[src/rtl/seg_pkg.sv]
// Shared definitions for the segment scan controller.
//   SEG_D0..SEG_D9 : 7-segment patterns, bit order {a,b,c,d,e,f,g,dp}
//   SEG_BLANK      : all segments off; also used for error and suppressed digits
//   scan_state_t   : scan FSM encoding (idle / blank slot head / drive)
package seg_pkg;

  localparam logic [7:0] SEG_BLANK = 8'h00;
  localparam logic [7:0] SEG_D0    = 8'hFC;
  localparam logic [7:0] SEG_D1    = 8'h60;
  localparam logic [7:0] SEG_D2    = 8'hDA;
  localparam logic [7:0] SEG_D3    = 8'hF2;
  localparam logic [7:0] SEG_D4    = 8'h66;
  localparam logic [7:0] SEG_D5    = 8'hB6;
  localparam logic [7:0] SEG_D6    = 8'hBE;
  localparam logic [7:0] SEG_D7    = 8'hE0;
  localparam logic [7:0] SEG_D8    = 8'hFE;
  localparam logic [7:0] SEG_D9    = 8'hE6;

  typedef enum logic [1:0] {
    ST_IDLE  = 2'd0,
    ST_BLANK = 2'd1,
    ST_DRIVE = 2'd2
  } scan_state_t;

endpackage

[src/rtl/seg_scan_ctrl_if.sv]
// Display-value input channel of the scan controller.
//   in_valid  : producer offers in_digits/in_lzs
//   in_ready  : consumer's shadow register is free
//   in_digits : BCD digits, [3:0] = digit 0 (least significant)
//   in_lzs    : leading-zero suppression flag, travels with in_digits
// Handshake: a transfer happens on every rising clk edge where in_valid and
// in_ready are both 1. in_digits/in_lzs only need to be stable in that cycle.
// in_ready does not depend on in_valid; the producer may raise in_valid at any
// time and must hold it (with stable data) until the transfer edge.
interface seg_scan_ctrl_if #(
  parameter int NUM_DIGITS = 3
);
  logic                    in_valid;
  logic                    in_ready;
  logic [4*NUM_DIGITS-1:0] in_digits;
  logic                    in_lzs;

  modport master (output in_valid, output in_digits, output in_lzs, input in_ready);
  modport slave  (input in_valid, input in_digits, input in_lzs, output in_ready);
endinterface

[src/rtl/seg_decoder.sv]
// BCD to 7-segment decoder (combinational).
//   bcd : 4-bit digit value
//   seg : pattern {a,b,c,d,e,f,g,dp}; values 10..15 give SEG_BLANK
module seg_decoder
  import seg_pkg::*;
(
  input  logic [3:0] bcd,
  output logic [7:0] seg
);

  always_comb begin
    case (bcd)
      4'd0:    seg = SEG_D0;
      4'd1:    seg = SEG_D1;
      4'd2:    seg = SEG_D2;
      4'd3:    seg = SEG_D3;
      4'd4:    seg = SEG_D4;
      4'd5:    seg = SEG_D5;
      4'd6:    seg = SEG_D6;
      4'd7:    seg = SEG_D7;
      4'd8:    seg = SEG_D8;
      4'd9:    seg = SEG_D9;
      default: seg = SEG_BLANK;
    endcase
  end

endmodule

[src/rtl/seg_scan_ctrl.sv]
// Time-multiplexed 7-segment scan controller.
// One 8-bit segment bus is shared by NUM_DIGITS positions. Each slot lasts
// SCAN_DIV clocks: BLANK_CYC dark cycles (anti-ghosting) then a DRIVE phase
// with one digit enabled. A new display value is taken into a shadow register
// via valid/ready and copied to the active register only when slot 0 is
// entered, so a frame never mixes old and new digits.
// Ports:
//   clk, rst   : clock, asynchronous active-high reset
//   enable     : scan enable, 0 = dark and counters cleared
//   in_bus     : display value channel (slave side)
//   seg        : segment bus {a,b,c,d,e,f,g,dp}, registered
//   dig_en     : one-hot digit enable (active-low at pins if DIG_ACTIVE_LOW)
//   frame_done : one-cycle pulse after the last DRIVE cycle of the last slot
//   dbg_state  : current scan FSM state
module seg_scan_ctrl
  import seg_pkg::*;
#(
  parameter int NUM_DIGITS     = 3,
  parameter int SCAN_DIV       = 1000,
  parameter int BLANK_CYC      = 16,
  parameter int DIG_ACTIVE_LOW = 0
) (
  input  logic                  clk,
  input  logic                  rst,
  input  logic                  enable,
  seg_scan_ctrl_if.slave        in_bus,
  output logic [7:0]            seg,
  output logic [NUM_DIGITS-1:0] dig_en,
  output logic                  frame_done,
  output scan_state_t           dbg_state
);

  localparam int CNT_W  = (SCAN_DIV > 1) ? $clog2(SCAN_DIV) : 1;
  localparam int SLOT_W = $clog2(NUM_DIGITS);
  localparam int DIG_W  = 4 * NUM_DIGITS;

  localparam logic [CNT_W-1:0]      CNT_LAST   = CNT_W'(SCAN_DIV - 1);
  localparam logic [CNT_W-1:0]      CNT_DRIVE  = CNT_W'(BLANK_CYC);
  localparam logic [SLOT_W-1:0]     SLOT_LAST  = SLOT_W'(NUM_DIGITS - 1);
  // A slot starts in BLANK unless there are no blank cycles at all.
  localparam scan_state_t           SLOT_ENTRY = (BLANK_CYC == 0) ? ST_DRIVE : ST_BLANK;
  localparam logic [NUM_DIGITS-1:0] DIG_OFF    = {NUM_DIGITS{DIG_ACTIVE_LOW != 0}};

  scan_state_t        state, state_n;
  logic [SLOT_W-1:0]  slot, slot_n;
  logic [CNT_W-1:0]   cnt, cnt_n;
  logic               boundary;
  logic               fd_n;

  logic               shadow_full;
  logic [DIG_W-1:0]   shadow_digits;
  logic               shadow_lzs;
  logic [DIG_W-1:0]   act_digits, act_digits_n;
  logic               act_lzs, act_lzs_n;

  logic [3:0]            cur_bcd;
  logic [7:0]            dec_seg;
  logic                  suppress;
  logic [7:0]            seg_n;
  logic [NUM_DIGITS-1:0] dig_on;

  assign in_bus.in_ready = ~shadow_full;
  assign dbg_state       = state;

  // Next scan position. cnt runs 0..SCAN_DIV-1 across the whole slot; the
  // BLANK->DRIVE switch happens when it reaches BLANK_CYC.
  always_comb begin
    state_n  = state;
    slot_n   = slot;
    cnt_n    = cnt;
    boundary = 1'b0;
    fd_n     = 1'b0;
    if (!enable) begin
      state_n = ST_IDLE;
      slot_n  = '0;
      cnt_n   = '0;
    end else begin
      case (state)
        ST_IDLE: begin
          state_n  = SLOT_ENTRY;
          slot_n   = '0;
          cnt_n    = '0;
          boundary = 1'b1;
        end
        default: begin
          if (cnt == CNT_LAST) begin
            cnt_n   = '0;
            state_n = SLOT_ENTRY;
            if (slot == SLOT_LAST) begin
              slot_n   = '0;
              boundary = 1'b1;
              fd_n     = 1'b1;
            end else begin
              slot_n = slot + SLOT_W'(1);
            end
          end else begin
            cnt_n = cnt + CNT_W'(1);
            if (cnt_n == CNT_DRIVE) state_n = ST_DRIVE;
          end
        end
      endcase
    end
  end

  // Outputs are computed from the values the registers take at this edge, so
  // the first slot of a new frame already shows the newly applied value.
  always_comb begin
    act_digits_n = act_digits;
    act_lzs_n    = act_lzs;
    if (boundary && shadow_full) begin
      act_digits_n = shadow_digits;
      act_lzs_n    = shadow_lzs;
    end
  end

  assign cur_bcd = act_digits_n[{slot_n, 2'b00} +: 4];

  seg_decoder u_dec (
    .bcd (cur_bcd),
    .seg (dec_seg)
  );

  // Digit k is suppressed when it and every digit above it is zero; digit 0
  // always shows.
  always_comb begin
    suppress = act_lzs_n && (slot_n != '0);
    for (int k = 0; k < NUM_DIGITS; k++) begin
      if (k >= int'(slot_n) && act_digits_n[4*k +: 4] != 4'd0) suppress = 1'b0;
    end
  end

  always_comb begin
    seg_n  = SEG_BLANK;
    dig_on = '0;
    if (state_n == ST_DRIVE) begin
      seg_n  = suppress ? SEG_BLANK : dec_seg;
      dig_on = NUM_DIGITS'(1) << slot_n;
    end
  end

  always_ff @(posedge clk or posedge rst) begin
    if (rst) begin
      state         <= ST_IDLE;
      slot          <= '0;
      cnt           <= '0;
      seg           <= SEG_BLANK;
      dig_en        <= DIG_OFF;
      frame_done    <= 1'b0;
      shadow_full   <= 1'b0;
      shadow_digits <= '0;
      shadow_lzs    <= 1'b0;
      act_digits    <= '0;
      act_lzs       <= 1'b0;
    end else begin
      state      <= state_n;
      slot       <= slot_n;
      cnt        <= cnt_n;
      seg        <= seg_n;
      dig_en     <= dig_on ^ DIG_OFF;
      frame_done <= fd_n;
      act_digits <= act_digits_n;
      act_lzs    <= act_lzs_n;
      // A full shadow is never accepting, so apply and accept cannot collide.
      if (boundary && shadow_full) shadow_full <= 1'b0;
      if (in_bus.in_valid && !shadow_full) begin
        shadow_full   <= 1'b1;
        shadow_digits <= in_bus.in_digits;
        shadow_lzs    <= in_bus.in_lzs;
      end
    end
  end

endmodule

[src/flat_wrapper.sv]
// flat-port wrapper written by rule: the top's interface ports become plain ports
module seg_scan_ctrl_flat import seg_pkg::*;
#(
  parameter int NUM_DIGITS     = 3,
  parameter int SCAN_DIV       = 1000,
  parameter int BLANK_CYC      = 16,
  parameter int DIG_ACTIVE_LOW = 0
)
  (clk, rst, enable, seg, dig_en, frame_done, dbg_state, in_bus_in_valid, in_bus_in_digits, in_bus_in_lzs, in_bus_in_ready);
  seg_scan_ctrl_if #(.NUM_DIGITS(NUM_DIGITS)) in_bus_i ();
  input  logic clk;
  input  logic rst;
  input  logic enable;
  output logic [7:0] seg;
  output logic [NUM_DIGITS-1:0] dig_en;
  output logic frame_done;
  output scan_state_t dbg_state;
  input wire logic [$bits(in_bus_i.in_valid)-1:0] in_bus_in_valid;
  input wire logic [$bits(in_bus_i.in_digits)-1:0] in_bus_in_digits;
  input wire logic [$bits(in_bus_i.in_lzs)-1:0] in_bus_in_lzs;
  output wire logic [$bits(in_bus_i.in_ready)-1:0] in_bus_in_ready;
  assign in_bus_i.in_valid = in_bus_in_valid;
  assign in_bus_i.in_digits = in_bus_in_digits;
  assign in_bus_i.in_lzs = in_bus_in_lzs;
  assign in_bus_in_ready = in_bus_i.in_ready;
  seg_scan_ctrl #(.NUM_DIGITS(NUM_DIGITS), .SCAN_DIV(SCAN_DIV), .BLANK_CYC(BLANK_CYC), .DIG_ACTIVE_LOW(DIG_ACTIVE_LOW)) u_core (.clk(clk), .rst(rst), .enable(enable), .in_bus(in_bus_i), .seg(seg), .dig_en(dig_en), .frame_done(frame_done), .dbg_state(dbg_state));
endmodule
[config.mk]
export PLATFORM = sky130hd
export DESIGN_NAME = seg_scan_ctrl_flat
export DESIGN_NICKNAME = d
export VERILOG_FILES = /design/src/rtl/seg_pkg.sv /design/src/rtl/seg_scan_ctrl_if.sv /design/src/rtl/seg_decoder.sv /design/src/rtl/seg_scan_ctrl.sv /design/src/flat_wrapper.sv
export SDC_FILE = /design/constraint.sdc
export NUM_CORES = 1
export LEC_CHECK = 0
export ABC_AREA = 1
export CORE_MARGIN = 3
export CORE_UTILIZATION = 55
export CTS_BUF_LIST = sky130_fd_sc_hd__clkbuf_4 sky130_fd_sc_hd__clkbuf_8
export DETAILED_ROUTE_END_ITERATION = 7
export HOLD_SLACK_MARGIN = 0.1
export PLACE_DENSITY = 0.79
export SLEW_MARGIN = 40
export SYNTH_ARGS = -nofsm -noshare
export SYNTH_HDL_FRONTEND = slang
export SYNTH_HIERARCHICAL = 1
export SYNTH_SLANG_ARGS = --single-unit
export TNS_END_PERCENT = 10
[constraint.sdc]
create_clock -name clk -period 3.21 [get_ports clk]
set_input_delay 0.963 -clock clk [delete_from_list [all_inputs] [get_ports clk]]
set_output_delay 0.963 -clock clk [all_outputs]
set_load 0.03 [all_outputs]
# == Word-level counts from Yosys, hierarchy flattened ==
# Memory sizes are Yosys's and may differ from the RTL's.
# Index checks and enable logic that the tools add are counted.
# totals
ff_bits,53
mem_bits_ro,112
input_bits,17
output_inout_bits,15
memories,1
# classes
n_addsub,2
magnitude_cmp,3
eq_ne,4
shifts,2
muxes,27
bitwise,1
n_reduce_logical,13
# memory_table
name,depth,word_bits,read_ports,rd_ports_with_merged_regs,write_ports,line,rtl
(no name shown),16,7,1,0,0,seg_decoder.sv:12,case (bcd)
# op_table
operator,count
10-bit two-way mux,3
2-bit two-way mux,8
8-bit two-way mux,2
1-bit two-way mux,12
12-bit two-way mux,1
4-bit nonzero test,3
12-bit by 5-bit variable part select with 4-bit output,1
10-bit by 1-bit adder with 10-bit output (second input constant),1
10-bit equality test (second input constant),1
10-bit by 5-bit equality test with 1-bit output (second input constant),1
1-bit logical AND,6
2-bit equality test (second input constant),2
1-bit by 2-bit greater-or-equal comparator with 1-bit output (first input constant),2
2-bit nonzero test,2
3-bit two-way mux,1
1-bit by 2-bit left shift with 3-bit output (first input constant),1
2-bit by 1-bit adder with 2-bit output (second input constant),1
2-bit greater-or-equal comparator (first input constant),1
2-bit logical NOT,1
1-bit logical NOT,1
1-bit inverter,1

# == Longest topological paths before layout ==
# logic_depth
word_depth,14
ltp_mapped,22

# == Modules after synthesis ==
# Netlist, hierarchy kept.
# modules_own_cells
mod,instances,cells_per_inst,area_per_inst_um2,seq_area_each_um2
seg_scan_ctrl,1,276,2529.9,1326.3
seg_decoder,1,42,225.2,0.0

# == Worst setup path before layout ==
# OpenSTA, ideal clock, no wires.
# synth_timing
path_type,input to register
from,input port enable
to,register u_core.seg[4]
t_arrival_ns,2.800
required_time_ns,3.097
slack_ns,0.297
path_stages,17
cell_sequence,nand2_1 -> clkinv_1 -> nand2_4 -> buf_6 -> mux2_2 -> nand2_1 -> nand3_1 -> inv_1 -> ha_1 -> nand2_1 -> nand2_1 -> nor2_1 -> nor2_1 -> inv_1 -> nor2_2 -> nand2_1 -> inv_1
# synth_via
word_cells_on_any_way,25
cone_classes,order compare (3); eq/ne (1); shift (1); mux (10); reduce/logical (9); memory (1)
# synth_rtl
element,line,rtl
"start, declared",flat_wrapper.sv:13,input logic enable;
1-bit two-way mux,seg_scan_ctrl.sv:73,if (!enable) begin
1-bit logical AND,seg_scan_ctrl.sv:110,if (boundary && shadow_full) begin
12-bit two-way mux,seg_scan_ctrl.sv:110,
net u_core.act_digits_n[1],seg_scan_ctrl.sv:53,"logic [DIG_W-1:0] act_digits, act_digits_n;"
12-bit by 5-bit variable part select with 4-bit output,seg_scan_ctrl.sv:116,"assign cur_bcd = act_digits_n[{slot_n, 2'b00} +: 4];"
net u_core.cur_bcd[1],seg_scan_ctrl.sv:56,logic [3:0] cur_bcd;
memory read 16 x 7 bit,n/a,
net u_core.dec_seg[4],seg_scan_ctrl.sv:57,logic [7:0] dec_seg;
8-bit two-way mux,seg_scan_ctrl.sv:136,seg_n = suppress ? SEG_BLANK : dec_seg;
8-bit two-way mux,seg_scan_ctrl.sv:135,if (state_n == ST_DRIVE) begin
net u_core.seg_n[4],seg_scan_ctrl.sv:59,logic [7:0] seg_n;
"end signal, assigned",seg_scan_ctrl.sv:158,seg <= seg_n;
"end, declared",seg_scan_ctrl.sv:27,"output logic [7:0] seg,"
# The timed path passes the listed nets, and every way through them passes these cells.
# A chain may end at the register's enable or synchronous reset.

# == Worst setup path after layout ==
# layout_timing
from,input port enable
to,register u_core.seg[4]
# layout_via
word_cells_on_any_way,25
cone_classes,order compare (3); eq/ne (1); shift (1); mux (10); reduce/logical (9); memory (1)
# layout_rtl
element,line
1-bit two-way mux,seg_scan_ctrl.sv:73
1-bit logical AND,seg_scan_ctrl.sv:110
12-bit two-way mux,seg_scan_ctrl.sv:110
12-bit by 5-bit variable part select with 4-bit output *,seg_scan_ctrl.sv:116
net u_core.cur_bcd[1],seg_scan_ctrl.sv:56
memory read 16 x 7 bit *,n/a
net u_core.dec_seg[4],seg_scan_ctrl.sv:57
8-bit two-way mux *,seg_scan_ctrl.sv:136
8-bit two-way mux *,seg_scan_ctrl.sv:135
net u_core.seg_n[4],seg_scan_ctrl.sv:59
# Mark *: on every way through the listed nets, which the timed path passes. The rest lies on a longest branch.

==> impl_results.md <==
- Placement Cell Area: about 0.0032 mm2
- Wire length of the first global-routing pass: slightly below 9000 um
- Mean routed wirelength per cell: 11.37 um
- Cell area after synthesis: around 0.0028 mm2
- CTS tree: done
- Util after Layout: 0.6957
- Largest vdd supply drop: 321.1 uV
- Post-synthesis to final-layout area growth: 20.84%
- Net count after synthesis: approximately 340
- Number of flops mapped to enable cells by yosys: 0
- Required time reported for the critical path endpoint: roughly 3500 ps
- Number of sinks on the clock net: between 50 and 60
- Total routed wirelength: just under 5000 um
- Count of distinct cell types in the synthesized netlist: 31
- Total chip power: roughly 1.8 mW
- Via count normalized by instance count: 4.798
- Number of filler cells placed in the layout: between 300 and 400
- Total Negative Setup Slacks: 0 ps
- Pin count of the biggest net entering global routing: 31
- Number of CTS-inserted buffers: 5
- Share of final-layout standard cells stronger than drive strength 1: 0.2390
- Reg-to-reg setup timing slack: 440 ps
- Time the worst path needs with I/O delays and setup: a little under 3000 ps
- Std cell rows: 25
- Seq. cell area: 0.001328 mm2
- Crit Path Category: in2reg
- Max cap viols: 0
- Count of antenna diodes in the layout: 0
- Post-place setup slack: -35.34 ps
- Worst endpoint data arrival time: between 3000 and 4000 ps
- Average instance area after synthesis: 8.664 um2
- Design Area, Final: 0.003329 mm2
- Final HPWL DP: 3765 um
- Post-layout instance count excluding filler cells: 431
- Fraction of the cycle the final worst path needs: 0.9210
- Predominant post-synthesis flop cell: sky130_fd_sc_hd__dfrtp_1
- Net count of the finished layout: between 300 and 400
- Die Height: 76.78 um
- Number of antenna violations at the first check in global routing: 0
- Capturing element type of the critical path: register
- X dimension of the die: roughly 77 um
- H-tree depth reported by CTS: 2
- Leakage power: between 1.5 and 2 nW
- Clk buf depth: 2
- Final setup vio count: 0
- Final weighted congestion in routability-driven placement: 0.9188
- Initial core utilization: 0.5757
- Endpoints failing hold: 0
- Vias: 2068
- Least-Margin Pin Slew: between 500 and 600 ps
- Number of standard cells after synthesis: 318
- First DRT Iteration DRCs: approximately 120
- Post-DRT Antenna Nets: 0
- Final worst-path setup slack: between 200 and 300 ps
- Clock latency of the later-clocked register in the worst-skew pair: around 300 ps
- Power per standard cell area: 550.9 mW/mm2
- Post-Route Hold Slack: ~500 ps
- Max Fclk: about 0.34 GHz
- Run status: finished clean
- Fin. max-slew vios: 0
- Drt pass-1 iters: 4
- Total of warnings raised by yosys: 6
- Buffers added on ports: 31
- Total track usage: 0.1894
- Clock root buffer: sky130_fd_sc_hd__clkbuf_8
- Die Area: approximately 0.0059 mm2
- Rel. slew slack: 0.6466
- Worst-path clk slew: about 90 ps
- Area of combinational cells with multiple inputs: 0.001200 mm2
- Post-Place Cells: ~420
- Sequential share of the synthesized area: 0.4814
- Largest fanout on the critical path: 5
- Quantity of hold-fixing buffers added after cts: 0
- Count of boundary I/O pins: 32
- CP Launch Type: input pin
- Final Skew: 4.265 ps
- Via count of the first global-routing pass: approximately 2.1k
- Drc violations: 0
- Placeable Area: ~0.0048 mm2
- Tightest Hold Check Type: reg2reg
- Synthesized flop and latch total: 53
- RSZ-0062 raised after global routing: false
- Async SR Flop Fraction: 1.000
- Overall overflow remaining after global route: 0
[final timing paths]
kind	endpoint	cells past startpoint	start
worst min register to register	u_core/act_digits[6]	2	u_core/act_digits[6]
worst max register to register	u_core/seg[4]	21	u_core/cnt[0]
worst max-delay path	u_core/seg[4]	17	enable
min in group asynchronous	u_core/act_digits[5]	2	rst
worst min-delay path	u_core/act_digits[6]	2	u_core/act_digits[6]
max in group asynchronous	u_core/cnt[0]	3	rst
[cell families after synthesis]
kind of cell,after synthesis,share of synthesized area
mux,17,0.06948
xor+xnor,2,0.006359
fa+ha+maj,7,0.03179
buf+inv,59,0.08764
flops,53,0.4814
simple gates,166,0.2970
compound gates,13,0.02498
other cells,1,0.001361
[critical path, stage by stage]
cell                              delay (ps)
sky130_fd_sc_hd__clkdlybuf4s50_1         490
sky130_fd_sc_hd__inv_1                    60
sky130_fd_sc_hd__nor2_1                  220
sky130_fd_sc_hd__nand3_2                 190
sky130_fd_sc_hd__nor2_2                  210
sky130_fd_sc_hd__nand2_1                  70
sky130_fd_sc_hd__nand3_1                 110
sky130_fd_sc_hd__inv_1                    90
sky130_fd_sc_hd__ha_1                    280
sky130_fd_sc_hd__nand2_1                  50
sky130_fd_sc_hd__nand2_1                  70
sky130_fd_sc_hd__nor2_1                   40
sky130_fd_sc_hd__nor2_1                   90
sky130_fd_sc_hd__inv_1                    60
sky130_fd_sc_hd__nor2_2                   90
sky130_fd_sc_hd__nand2_1                  60
sky130_fd_sc_hd__inv_1                    50
[cells in the final DEF (no fill, tap or decap), types with 3 or more instances in the layout]
cell type	instances
sky130_fd_sc_hd__dfrtp_1	52
sky130_fd_sc_hd__buf_4	11
sky130_fd_sc_hd__o21ai_1	3
sky130_fd_sc_hd__nand3_2	6
sky130_fd_sc_hd__inv_2	6
sky130_fd_sc_hd__nand2_1	76
sky130_fd_sc_hd__nor2_1	24
sky130_fd_sc_hd__nand2_2	14
sky130_fd_sc_hd__o21ai_0	4
sky130_fd_sc_hd__a21oi_1	4
sky130_fd_sc_hd__nor3_1	6
sky130_fd_sc_hd__mux2_2	17
sky130_fd_sc_hd__clkdlybuf4s50_1	31
sky130_fd_sc_hd__ha_1	7
sky130_fd_sc_hd__nand3_1	17
sky130_fd_sc_hd__nor2_2	15
sky130_fd_sc_hd__clkbuf_8	7
sky130_fd_sc_hd__inv_1	46
[per-layer routing]
layer	share of wire	track usage	up-vias
li1	-	-	1063
met1	0.45	0.2280	970
met2	0.51	0.3336	28
met3	0.029	0.02582	7
met4	0.014	0.08877	0
met5	0	0	-
[Yosys cell counts (2+ instances only)]
| cell type | number | area share |
|---|---|---|
| sky130_fd_sc_hd__o21ai_1 | 3 | 0.0054 |
| sky130_fd_sc_hd__nand2_2 | 14 | 0.032 |
| sky130_fd_sc_hd__o21ai_0 | 4 | 0.0073 |
| sky130_fd_sc_hd__ha_1 | 7 | 0.032 |
| sky130_fd_sc_hd__inv_1 | 47 | 0.064 |
| sky130_fd_sc_hd__nand3_2 | 5 | 0.018 |
| sky130_fd_sc_hd__nand3_1 | 18 | 0.033 |
| sky130_fd_sc_hd__nor2_1 | 27 | 0.037 |
| sky130_fd_sc_hd__nor3_1 | 6 | 0.011 |
| sky130_fd_sc_hd__nor3_2 | 2 | 0.0073 |
| sky130_fd_sc_hd__a21oi_1 | 4 | 0.0073 |
| sky130_fd_sc_hd__mux2_2 | 17 | 0.069 |
| sky130_fd_sc_hd__nand2_1 | 76 | 0.10 |
| sky130_fd_sc_hd__dfrtp_1 | 53 | 0.48 |
| sky130_fd_sc_hd__buf_6 | 2 | 0.0082 |
| sky130_fd_sc_hd__nand2_4 | 2 | 0.0082 |
| sky130_fd_sc_hd__xor2_1 | 2 | 0.0064 |
| sky130_fd_sc_hd__nor2_2 | 12 | 0.027 |
| sky130_fd_sc_hd__inv_2 | 5 | 0.0068 |
[report_power, final]
| group | internal, mW | total [mW] | leakage (nW) | switching (mW) |
|---|---|---|---|---|
| Clock | 0.195 | 0.402 | 0.0542 | 0.206 |
| Combinational | 0.255 | 0.602 | 0.942 | 0.347 |
| Sequential | 0.785 | 0.831 | 0.681 | 0.0459 |
[state kept, by name, summed over array words and instances (netlist names)]
| signal | count |
|---|---|
| u_core/act_digits | 12 |
| u_core/shadow_digits | 12 |
| u_core/cnt | 10 |
| u_core/seg | 8 |
| u_core/dig_en | 3 |
| u_core/dbg_state | 2 |
| u_core/slot | 2 |
| u_core/act_lzs | 1 |
| u_core/frame_done | 1 |
| u_core/shadow_full | 1 |
| u_core/shadow_lzs | 1 |
[layout make-up]
cell class,instances,area share
clock buffers,7,0.02894
multi-input cells,206,0.3604
repair buffers,43,0.1240
flip-flops and latches,53,0.3987
clock inverters,1,0.001503
well taps,67,0.02518
inverters,54,0.06126
[repair_timing]
item,in CTS,in global routing
endpoints found under the setup margin,0,6
buffers inserted,0,1
gates resized for setup,0,5
(Power assumes the default switching activity.)
